`src/rtl/mlp_train_sequencer_pkg.sv`:
```
// Shared fixed-point types and sequencer state encoding for the MLP training sequencer.
// The state enum lives here so that benches can name the states directly.
package mlp_train_sequencer_pkg;

  localparam int SFP_W    = 16;
  localparam int SFP_FRAC = 8;

  typedef logic signed [SFP_W-1:0] sfp;

  localparam sfp ONE  = 16'sh0100;
  localparam sfp HALF = 16'sh0080;

  typedef enum logic [2:0] {
    IDLE,
    PRESENT,
    SETTLE,
    CHECK,
    NEXT,
    INFER
  } seq_state_e;

  function automatic sfp bit_to_sfp(input logic b);
    return b ? ONE : '0;
  endfunction

endpackage

```
`src/rtl/mlp_train_sequencer_switch_debouncer.sv`:
```
// Board switch conditioning: a 2-flop synchroniser per bit, then a per-bit stability counter.
// The clean bit only flips after the synchronised value has differed for DEBOUNCE_CYCLES cycles.
module switch_debouncer #(
  parameter int WIDTH           = 2,
  parameter int DEBOUNCE_CYCLES = 16
) (
  input  logic             clk,
  input  logic             rst,
  input  logic [WIDTH-1:0] raw,
  output logic [WIDTH-1:0] clean
);

  localparam int CW = $clog2(DEBOUNCE_CYCLES + 1);

  logic [WIDTH-1:0] sync1;
  logic [WIDTH-1:0] sync2;
  logic [CW-1:0]    cnt [WIDTH];

  always_ff @(posedge clk) begin
    if (rst) begin
      sync1 <= '0;
      sync2 <= '0;
      clean <= '0;
      for (int i = 0; i < WIDTH; i++) cnt[i] <= '0;
    end else begin
      sync1 <= raw;
      sync2 <= sync1;
      for (int i = 0; i < WIDTH; i++) begin
        if (sync2[i] != clean[i]) begin
          if (cnt[i] == CW'(DEBOUNCE_CYCLES - 1)) begin
            clean[i] <= sync2[i];
            cnt[i]   <= '0;
          end else begin
            cnt[i] <= cnt[i] + 1'b1;
          end
        end else begin
          // any return to the accepted value restarts the stability window
          cnt[i] <= '0;
        end
      end
    end
  end

endmodule

```
`src/rtl/mlp_train_sequencer.sv`:
```
// Replays a truth table as fixed-point training samples, scores each prediction, stops on a
// fully correct epoch or after MAX_EPOCHS, then drives the MLP from debounced switches.
//
// state   | meaning
// IDLE    | after reset, all outputs zero, waiting for start
// PRESENT | drive values/expected for the current row, load settle counter
// SETTLE  | hold the sample for SETTLE_CYCLES cycles
// CHECK   | score prediction against the row target
// NEXT    | advance row, or close the epoch and decide retrain/stop
// INFER   | inference from switches, led shows the predicted class
module mlp_train_sequencer
  import mlp_train_sequencer_pkg::*;
#(
  parameter int                       INPUTS          = 2,
  parameter logic [(1<<INPUTS)-1:0]   TRUTH_TABLE     = 4'b1000,
  parameter int                       MAX_EPOCHS      = 10,
  parameter int                       SETTLE_CYCLES   = 4,
  parameter int                       DEBOUNCE_CYCLES = 16
) (
  input  logic              clk,
  input  logic              rst,
  input  logic              start,
  input  logic [INPUTS-1:0] sw,
  input  sfp                prediction,
  output sfp                values [INPUTS],
  output sfp                expected,
  output logic              training,
  output logic              busy,
  output logic              done,
  output logic              converged,
  output logic [7:0]        epoch_count,
  output logic [INPUTS:0]   epoch_correct,
  output logic              led
);

  localparam int ROWS = 1 << INPUTS;
  localparam int SCW  = $clog2(SETTLE_CYCLES + 1);

  seq_state_e        state;
  logic [INPUTS-1:0] row;
  logic [INPUTS:0]   correct;
  logic [SCW-1:0]    settle_cnt;
  logic [INPUTS-1:0] clean;

  logic [INPUTS-1:0] row_inc;
  logic [7:0]        epoch_inc;
  logic              pred_high;
  logic              hit;

  assign row_inc   = row + 1'b1;
  assign epoch_inc = epoch_count + 8'd1;
  // signed strict compare over the full width: exactly HALF is class 0
  assign pred_high = (prediction > HALF);
  assign hit       = (pred_high == TRUTH_TABLE[row]);

  switch_debouncer #(
    .WIDTH           (INPUTS),
    .DEBOUNCE_CYCLES (DEBOUNCE_CYCLES)
  ) u_debounce (
    .clk   (clk),
    .rst   (rst),
    .raw   (sw),
    .clean (clean)
  );

  always_ff @(posedge clk) begin
    if (rst) begin
      state         <= IDLE;
      row           <= '0;
      correct       <= '0;
      settle_cnt    <= '0;
      for (int k = 0; k < INPUTS; k++) values[k] <= '0;
      expected      <= '0;
      training      <= 1'b0;
      busy          <= 1'b0;
      done          <= 1'b0;
      converged     <= 1'b0;
      epoch_count   <= '0;
      epoch_correct <= '0;
      led           <= 1'b0;
    end else if ((state == IDLE || state == INFER) && start) begin
      state         <= PRESENT;
      row           <= '0;
      correct       <= '0;
      epoch_count   <= '0;
      epoch_correct <= '0;
      converged     <= 1'b0;
      busy          <= 1'b1;
      training      <= 1'b1;
      done          <= 1'b0;
      led           <= 1'b0;
      for (int k = 0; k < INPUTS; k++) values[k] <= '0;
      expected      <= bit_to_sfp(TRUTH_TABLE[0]);
    end else begin
      case (state)
        IDLE: ;
        PRESENT: begin
          settle_cnt <= SCW'(SETTLE_CYCLES - 1);
          state      <= SETTLE;
        end
        SETTLE: begin
          if (settle_cnt == '0) state <= CHECK;
          else                  settle_cnt <= settle_cnt - 1'b1;
        end
        CHECK: begin
          if (hit) correct <= correct + 1'b1;
          state <= NEXT;
        end
        NEXT: begin
          if (row != INPUTS'(ROWS - 1)) begin
            row <= row_inc;
            for (int k = 0; k < INPUTS; k++) values[k] <= bit_to_sfp(row_inc[k]);
            expected <= bit_to_sfp(TRUTH_TABLE[row_inc]);
            state    <= PRESENT;
          end else begin
            epoch_count   <= epoch_inc;
            epoch_correct <= correct;
            if (correct == (INPUTS+1)'(ROWS) || epoch_inc == 8'(MAX_EPOCHS)) begin
              converged <= (correct == (INPUTS+1)'(ROWS));
              training  <= 1'b0;
              busy      <= 1'b0;
              done      <= 1'b1;
              led       <= 1'b0;
              for (int k = 0; k < INPUTS; k++) values[k] <= bit_to_sfp(clean[k]);
              expected  <= '0;
              state     <= INFER;
            end else begin
              row     <= '0;
              correct <= '0;
              for (int k = 0; k < INPUTS; k++) values[k] <= '0;
              expected <= bit_to_sfp(TRUTH_TABLE[0]);
              state    <= PRESENT;
            end
          end
        end
        INFER: begin
          for (int k = 0; k < INPUTS; k++) values[k] <= bit_to_sfp(clean[k]);
          expected <= '0;
          led      <= pred_high;
        end
        default: state <= IDLE;
      endcase
    end
  end

endmodule
```
`config.mk`:
```
export PLATFORM = sky130hd
export DESIGN_NAME = mlp_train_sequencer
export DESIGN_NICKNAME = d
export VERILOG_FILES = /design/src/rtl/mlp_train_sequencer_pkg.sv /design/src/rtl/mlp_train_sequencer_switch_debouncer.sv /design/src/rtl/mlp_train_sequencer.sv
export SDC_FILE = /design/constraint.sdc
export NUM_CORES = 1
export LEC_CHECK = 0
export ABC_AREA = 0
export CORE_UTILIZATION = 45
export DETAILED_ROUTE_END_ITERATION = 10
export GPL_TIMING_DRIVEN = 0
export PLACE_DENSITY = 0.78
export SLEW_MARGIN = 20
export SYNTH_ARGS = -nofsm -noshare
export SYNTH_HDL_FRONTEND = slang
export SYNTH_SLANG_ARGS = --single-unit
```
`constraint.sdc`:
```
create_clock -name clk -period 2.7 [get_ports clk]
set_clock_uncertainty 0.2 [all_clocks]
set_input_delay 0.675 -clock clk [delete_from_list [all_inputs] [get_ports clk]]
set_output_delay 0.675 -clock clk [all_outputs]
set_load 0.02 [all_outputs]
```
### Word level (Yosys, flattened, before mapping)

Memories as Yosys holds them, arrays and structs flattened.
Index checks and enable logic that the tools add are counted.

| word-level totals | value |
|---|---|
| flip-flop bits (word level) | 80 |
| bits in writable memories | 10 |
| input port bits | 21 |
| word-level logic and storage cells | 145 |
| memories | 1 |

Memory list:

| name | depth | width | rd ports | clocked after Yosys merged registers in | write ports | line | RTL |
|---|---|---|---|---|---|---|---|
| u_debounce.cnt | 2 | 5 | 2 | 0 | 2 | mlp_train_sequencer_switch_debouncer.sv:17 | `logic [CW-1:0] cnt [WIDTH];` |

| operators by class | value |
|---|---|
| $add $sub $neg | 6 |
| order comparisons | 3 |
| equality and inequality tests | 23 |
| multiplexer cells | 62 |
| bitwise operators | 9 |
| reductions and logical operators | 23 |

Operator list:

| operator | count |
|---|---|
| one-hot mux 32 bit (2 select lines) | 1 |
| 2-to-1 mux 9 bit | 6 |
| 2-to-1 mux 25 bit | 2 |
| one-hot mux 16 bit (2 select lines) | 1 |
| 2-to-1 mux 1 bit | 31 |
| 2-to-1 mux 5 bit | 6 |
| 2-to-1 mux 3 bit | 7 |
| != test 2 bit (second input constant) | 9 |
| > comparator 16 x 9 -> 1 bit (second input constant) | 1 |
| one-hot mux 3 bit (5 select lines) | 1 |
| one-hot mux 3 bit (2 select lines) | 2 |
| AND reduction 2 bit | 6 |
| AND reduction 3 bit | 4 |
| adder 5 x 1 -> 5 bit (second input constant) | 2 |
| == test 5 x 4 -> 1 bit (second input constant) | 2 |
| nonzero test 2 bit | 5 |
| == test 3 bit (second input constant) | 3 |
| adder 8 x 1 -> 8 bit (second input constant) | 1 |
| == test 8 x 4 -> 1 bit (second input constant) | 1 |
| == test 3 x 2 -> 1 bit (second input constant) | 2 |
| logical NOT 3 bit | 2 |
| < comparator 2 x 3 -> 1 bit (second input constant) | 2 |
| bitwise OR 1 bit | 6 |
| binary-select mux 1 bit (select 2 bit) | 2 |
| other kinds (15) | 21 |

### Longest topological paths before layout

An unclocked memory read counts as a cell.

| depth | value |
|---|---|
| word-level depth | 9 |
| gate-level depth with buffers | 8 |
| depth with buffers taken out | 8 |

### By module

From an unflattened synthesis, not the netlist that was laid out.

| unflattened totals | value |
|---|---|
| cells, all modules | 311 |
| area total of the unflattened synthesis | 2671.3 um^2 |

By module, submodules not included:

| module | instances | cells each | area each (um^2) |
|---|---|---|---|
| mlp_train_sequencer | 1 | 256 | 1994.4 |
| switch_debouncer | 1 | 55 | 676.9 |

### Worst setup path after synthesis

Ideal clock, no wire load.

| timing path | value |
|---|---|
| path type | input to register |
| start point | in prediction[3] |
| end point | reg correct[2] |
| library setup time | 0.074 ns |
| arrival time | 2.261 ns |
| data required time | 2.426 ns |
| slack | 0.165 ns |
| stages on the path | 6 |
| cell sequence | or4_4 -> o41ai_4 -> a21oi_1 -> nand4b_4 -> or3b_1 -> a31oi_1 |

| between the ends | value |
|---|---|
| cells in the longest elaborated chain, start to end | 4 |

Ends and longest elaborated chain:

| item | line | RTL |
|---|---|---|
| start: declaration | mlp_train_sequencer.sv:24 | `input sfp prediction,` |
| > comparator 16 x 9 -> 1 bit | mlp_train_sequencer.sv:53 | `assign pred_high = (prediction > HALF);` |
| == test 1 bit | mlp_train_sequencer.sv:54 | `assign hit = (pred_high == TRUTH_TABLE[row]);` |
| != test 2 bit (no source line) | n/a |  |
| AND reduction 4 bit (no source line) | n/a |  |
| end signal: assignment | mlp_train_sequencer.sv:106 | `if (hit) correct <= correct + 1'b1;` |
| end: declaration | mlp_train_sequencer.sv:41 | `logic [INPUTS:0] correct;` |

Every way passes these cells.
A chain may end at the register's enable or synchronous reset.

### Worst setup path after layout

| timing path | value |
|---|---|
| start point | in prediction[4] |
| end point | reg correct[2] |

The elaborated chain is that of the path after synthesis.

==> qor.yml <==
outcome:
  status: "finished, final reports clean"
yosys:
  netlist_area_sq_um: 2610
  yosysSeqAreaShare_pct: 38.3
  synth.area.top_cells: "dfxtp_1 27%, buf_4 13%, edfxtp_1 11%, ha_1 5.7%, nor2_1 5.0%"
  synth.largest_area_cell: "dfxtp_1"
  async_flop_share_pct: 0
  synth_cells: 293
  yosysTopAreaCellShare_pct: 26.8
  synth_area_per_cell_sq_um: 8.91
  yosys_warnings: 0
  synthFlopType: "dfxtp_1"
  synth.distinct_cells: 47
  synth_edf_count: 10
  ys_ff_latch: 45
layout:
  nFillCells: 493
  layout-drive-gt1-share_pct: 16.5
  finalNetCount: 427
  instances_no_fill: 467
  areaGrowthSynthToFinish_pct: 30.9
  fin_util_pct: 61.7
  diodes: 0
routing:
  first_iter_violations: 80
  drt-total-wl_um: 4910
  antenna_left: 0
  routed_via_density: 4.53
  vias: 2117
  drcViolationCount: 0
  routedWlPerCell_um: 10.5
  drtPass1Iterations: 6
setup_path:
  r2r-start: "epoch_count[0]$_SDFFE_PP0P_"
  crit_type: "in -> reg"
  end_kind: "flop"
  reg2reg_setup_slack_ps: 300
  setup.worst_path.start_class: "primary input"
  arrival_ps: 2640
  critical_path_required_ps: 2720
  critPathMaxFanout: 2
  reg2reg_depth: 7
  timing.rr.end: "row[1]$_SDFFE_PP0P_"
die:
  row_count: 27
  fp.dieArea_sq_um: 6110
  core_area_sq_um: 5540
  initial_utilization_pct: 47.1
  die_y_um: 78.2
  io_pins: 85
  die_x_um: 78.2
run:
  cap_violations: 0
grt:
  grt_use_total_pct: 16.2
  grt_pass1_wl_um: 7890
  grt_antenna_before_repair: 0
  grt_pass1_vias: 1884
  grt_max_degree: 15
  grt.overflow.total: 0
timing:
  hold_viol_final: 0
  clock.fmax_mhz: 382
  finalCriticalPeriod_ps: 2620
  rsz0062_at_grt: "false"
  finalMaxSlewViolations: 0
  fin_crit_sh_pct: 97.0
  fin_hold_ws_ps: 245
  finalSetupViolCount: 0
clocking:
  htreeDepth: 2
  cts_buffers: 5
  clk_pin_slew_ps: 80
  ctsHoldBuffers: 0
  cts_root_buffer: "clkbuf_8"
  clk_path_buf_depth: 2
  cts.sinks: 45
  tritoncts: "built"
  clk-insertion-delay-late_ps: 290
hold_path:
  min_to: "u_debounce.sync2[0]$_SDFF_PP0_"
  whs_path_depth: 1
  hold_start: "u_debounce.sync1[0]$_SDFF_PP0_"
  hold_path.class: "reg -> reg"
placed_design:
  gp_congestion: 0.839
  dp_cells: 457
  io_buffer_count: 39
  post-dp-hpwl_um: 3770
power:
  powerDensity_nw_per_um2: 452
  power_mw: 1.54
  vdd_drop_max_mv: 0.578
  p_leak_nw: 1.46
placed cells by master (no fill, tap or decap), types with 2 or more instances in the layout:
cell / count
nand2b_1: 2
and4_1: 3
inv_1: 14
a31oi_1: 3
xor2_1: 8
clkbuf_8: 5
conb_1: 55
nand3b_1: 2
or4_1: 2
nor2b_1: 7
o211ai_1: 3
a211oi_1: 4
ha_1: 12
nand3_1: 10
nor3_1: 2
clkbuf_2: 2
clkdlybuf4s50_1: 38
dfxtp_1: 35
o21ai_0: 8
edfxtp_1: 10
buf_4: 48
or3_1: 6
o31ai_1: 4
clkbuf_1: 7
xnor2_1: 8
a21oi_1: 15
nand2_1: 15
mux2i_1: 6
and3_1: 2
nor2_1: 35
nand4_1: 4
layer usage:
layer  share of wire, %  GRT usage (%)  up-vias  wire length [um]
met5                  0              0        -                 0
met4                1.2           7.22        0                61
met3                4.8           3.37        7               236
met2                 51           29.6       48              2510
met1                 43           17.8      953              2100
li1                   -              -     1109                 -
cells in the mapped netlist (2+ instances only):
cell type / count
ha_1: 12
a31oi_1: 3
xnor2_1: 8
xor2_1: 8
nand2b_1: 2
nand2_1: 15
or4_1: 2
o31ai_1: 4
edfxtp_1: 10
buf_4: 46
clkbuf_1: 6
mux2i_1: 6
nand3b_1: 2
nand3_1: 10
and3_1: 2
a211oi_1: 4
nor2_1: 35
conb_1: 2
nor3_1: 2
and4_1: 3
or3_1: 6
nand4_1: 4
nor2b_1: 7
inv_1: 14
o211ai_1: 3
a21oi_1: 15
o21ai_0: 8
dfxtp_1: 35
report_power, final:
group,leakage [nW],switching (mW),internal [mW]
Clock,0.0552,0.221,0.275
Combinational,1.01,0.176,0.136
Sequential,0.387,0.0233,0.713
Total,1.46,0.420,1.12
critical path, cell delays in order:
cell,delay (ps)
clkdlybuf4s50_1,400
or4_4,520
o41ai_4,250
a21oi_1,110
nand4b_4,190
or3b_1,370
a31oi_1,120
registers in the layout (all words and copies together) (netlist names), 2 cells and up:
name / count
u_debounce.sync2: 2
u_debounce.cnt: 10
u_debounce.clean: 2
epoch_count: 8
epoch_correct: 3
state: 3
values: 2
row: 2
u_debounce.sync1: 2
settle_cnt: 3
correct: 3
cell type report:
class	instances	area (sq um)	share of cell area [%]
multi-input combinational	232	1380	40.4
sequential	45	1000	29.3
timing repair buffer	41	404	11.8
buffer	55	383	11.2
tap	72	90.1	2.64
clock buffer	6	72.6	2.12
inverter	14	52.6	1.54
clock inverter	2	35.0	1.03
logic make-up (layout without fill, tap and decap cells):
logic type	Yosys count	count (layout)	synth area share [%]
multiplexers	6	6	2.30
adder cells (fa/ha/maj)	12	12	5.75
other	2	55	0.288
AND/OR/NAND/NOR	97	97	19.5
XOR/XNOR	16	16	5.37
AO/OA/AOI/OAI	46	46	11.9
buffers and inverters	69	118	16.6
flip-flops	45	45	38.3
what timing repair did:
item                       in CTS  in global routing
setup endpoints to repair       1                  6
resized for setup               1                  2
pin swaps                       5                  1
setup buffers                   2                  0
per-stage QoR:
stage / worst slack (ps) / cell area (sq um) / TNS (ps)
final: 81.4 / 3420 / 0
after global routing: 26.7 / 3420 / 0
after CTS: 0.720 / 3410 / 0
after detailed placement: -364 / 3290 / -1560
after global placement: -322 / 3290 / -1590
after floorplan: 165 / 2810 / 0
how the worst max path moves through the flow:
stage                  start                      end  slack (ps)  cells past startpoint
2_1_floorplan  prediction[3]  correct[2]$_SDFFE_PP0P_         160                      6
3_3_place_gp   prediction[3]  correct[2]$_SDFFE_PP0P_        -320                      7
3_5_place_dp   prediction[3]  correct[2]$_SDFFE_PP0P_        -360                      7
5_1_grt        prediction[4]  correct[2]$_SDFFE_PP0P_          30                      7
6_report       prediction[4]  correct[2]$_SDFFE_PP0P_          80                      7
4_1_cts        prediction[4]  correct[2]$_SDFFE_PP0P_         0.7                      7
Note: power is estimated with default switching activity, not from simulation.
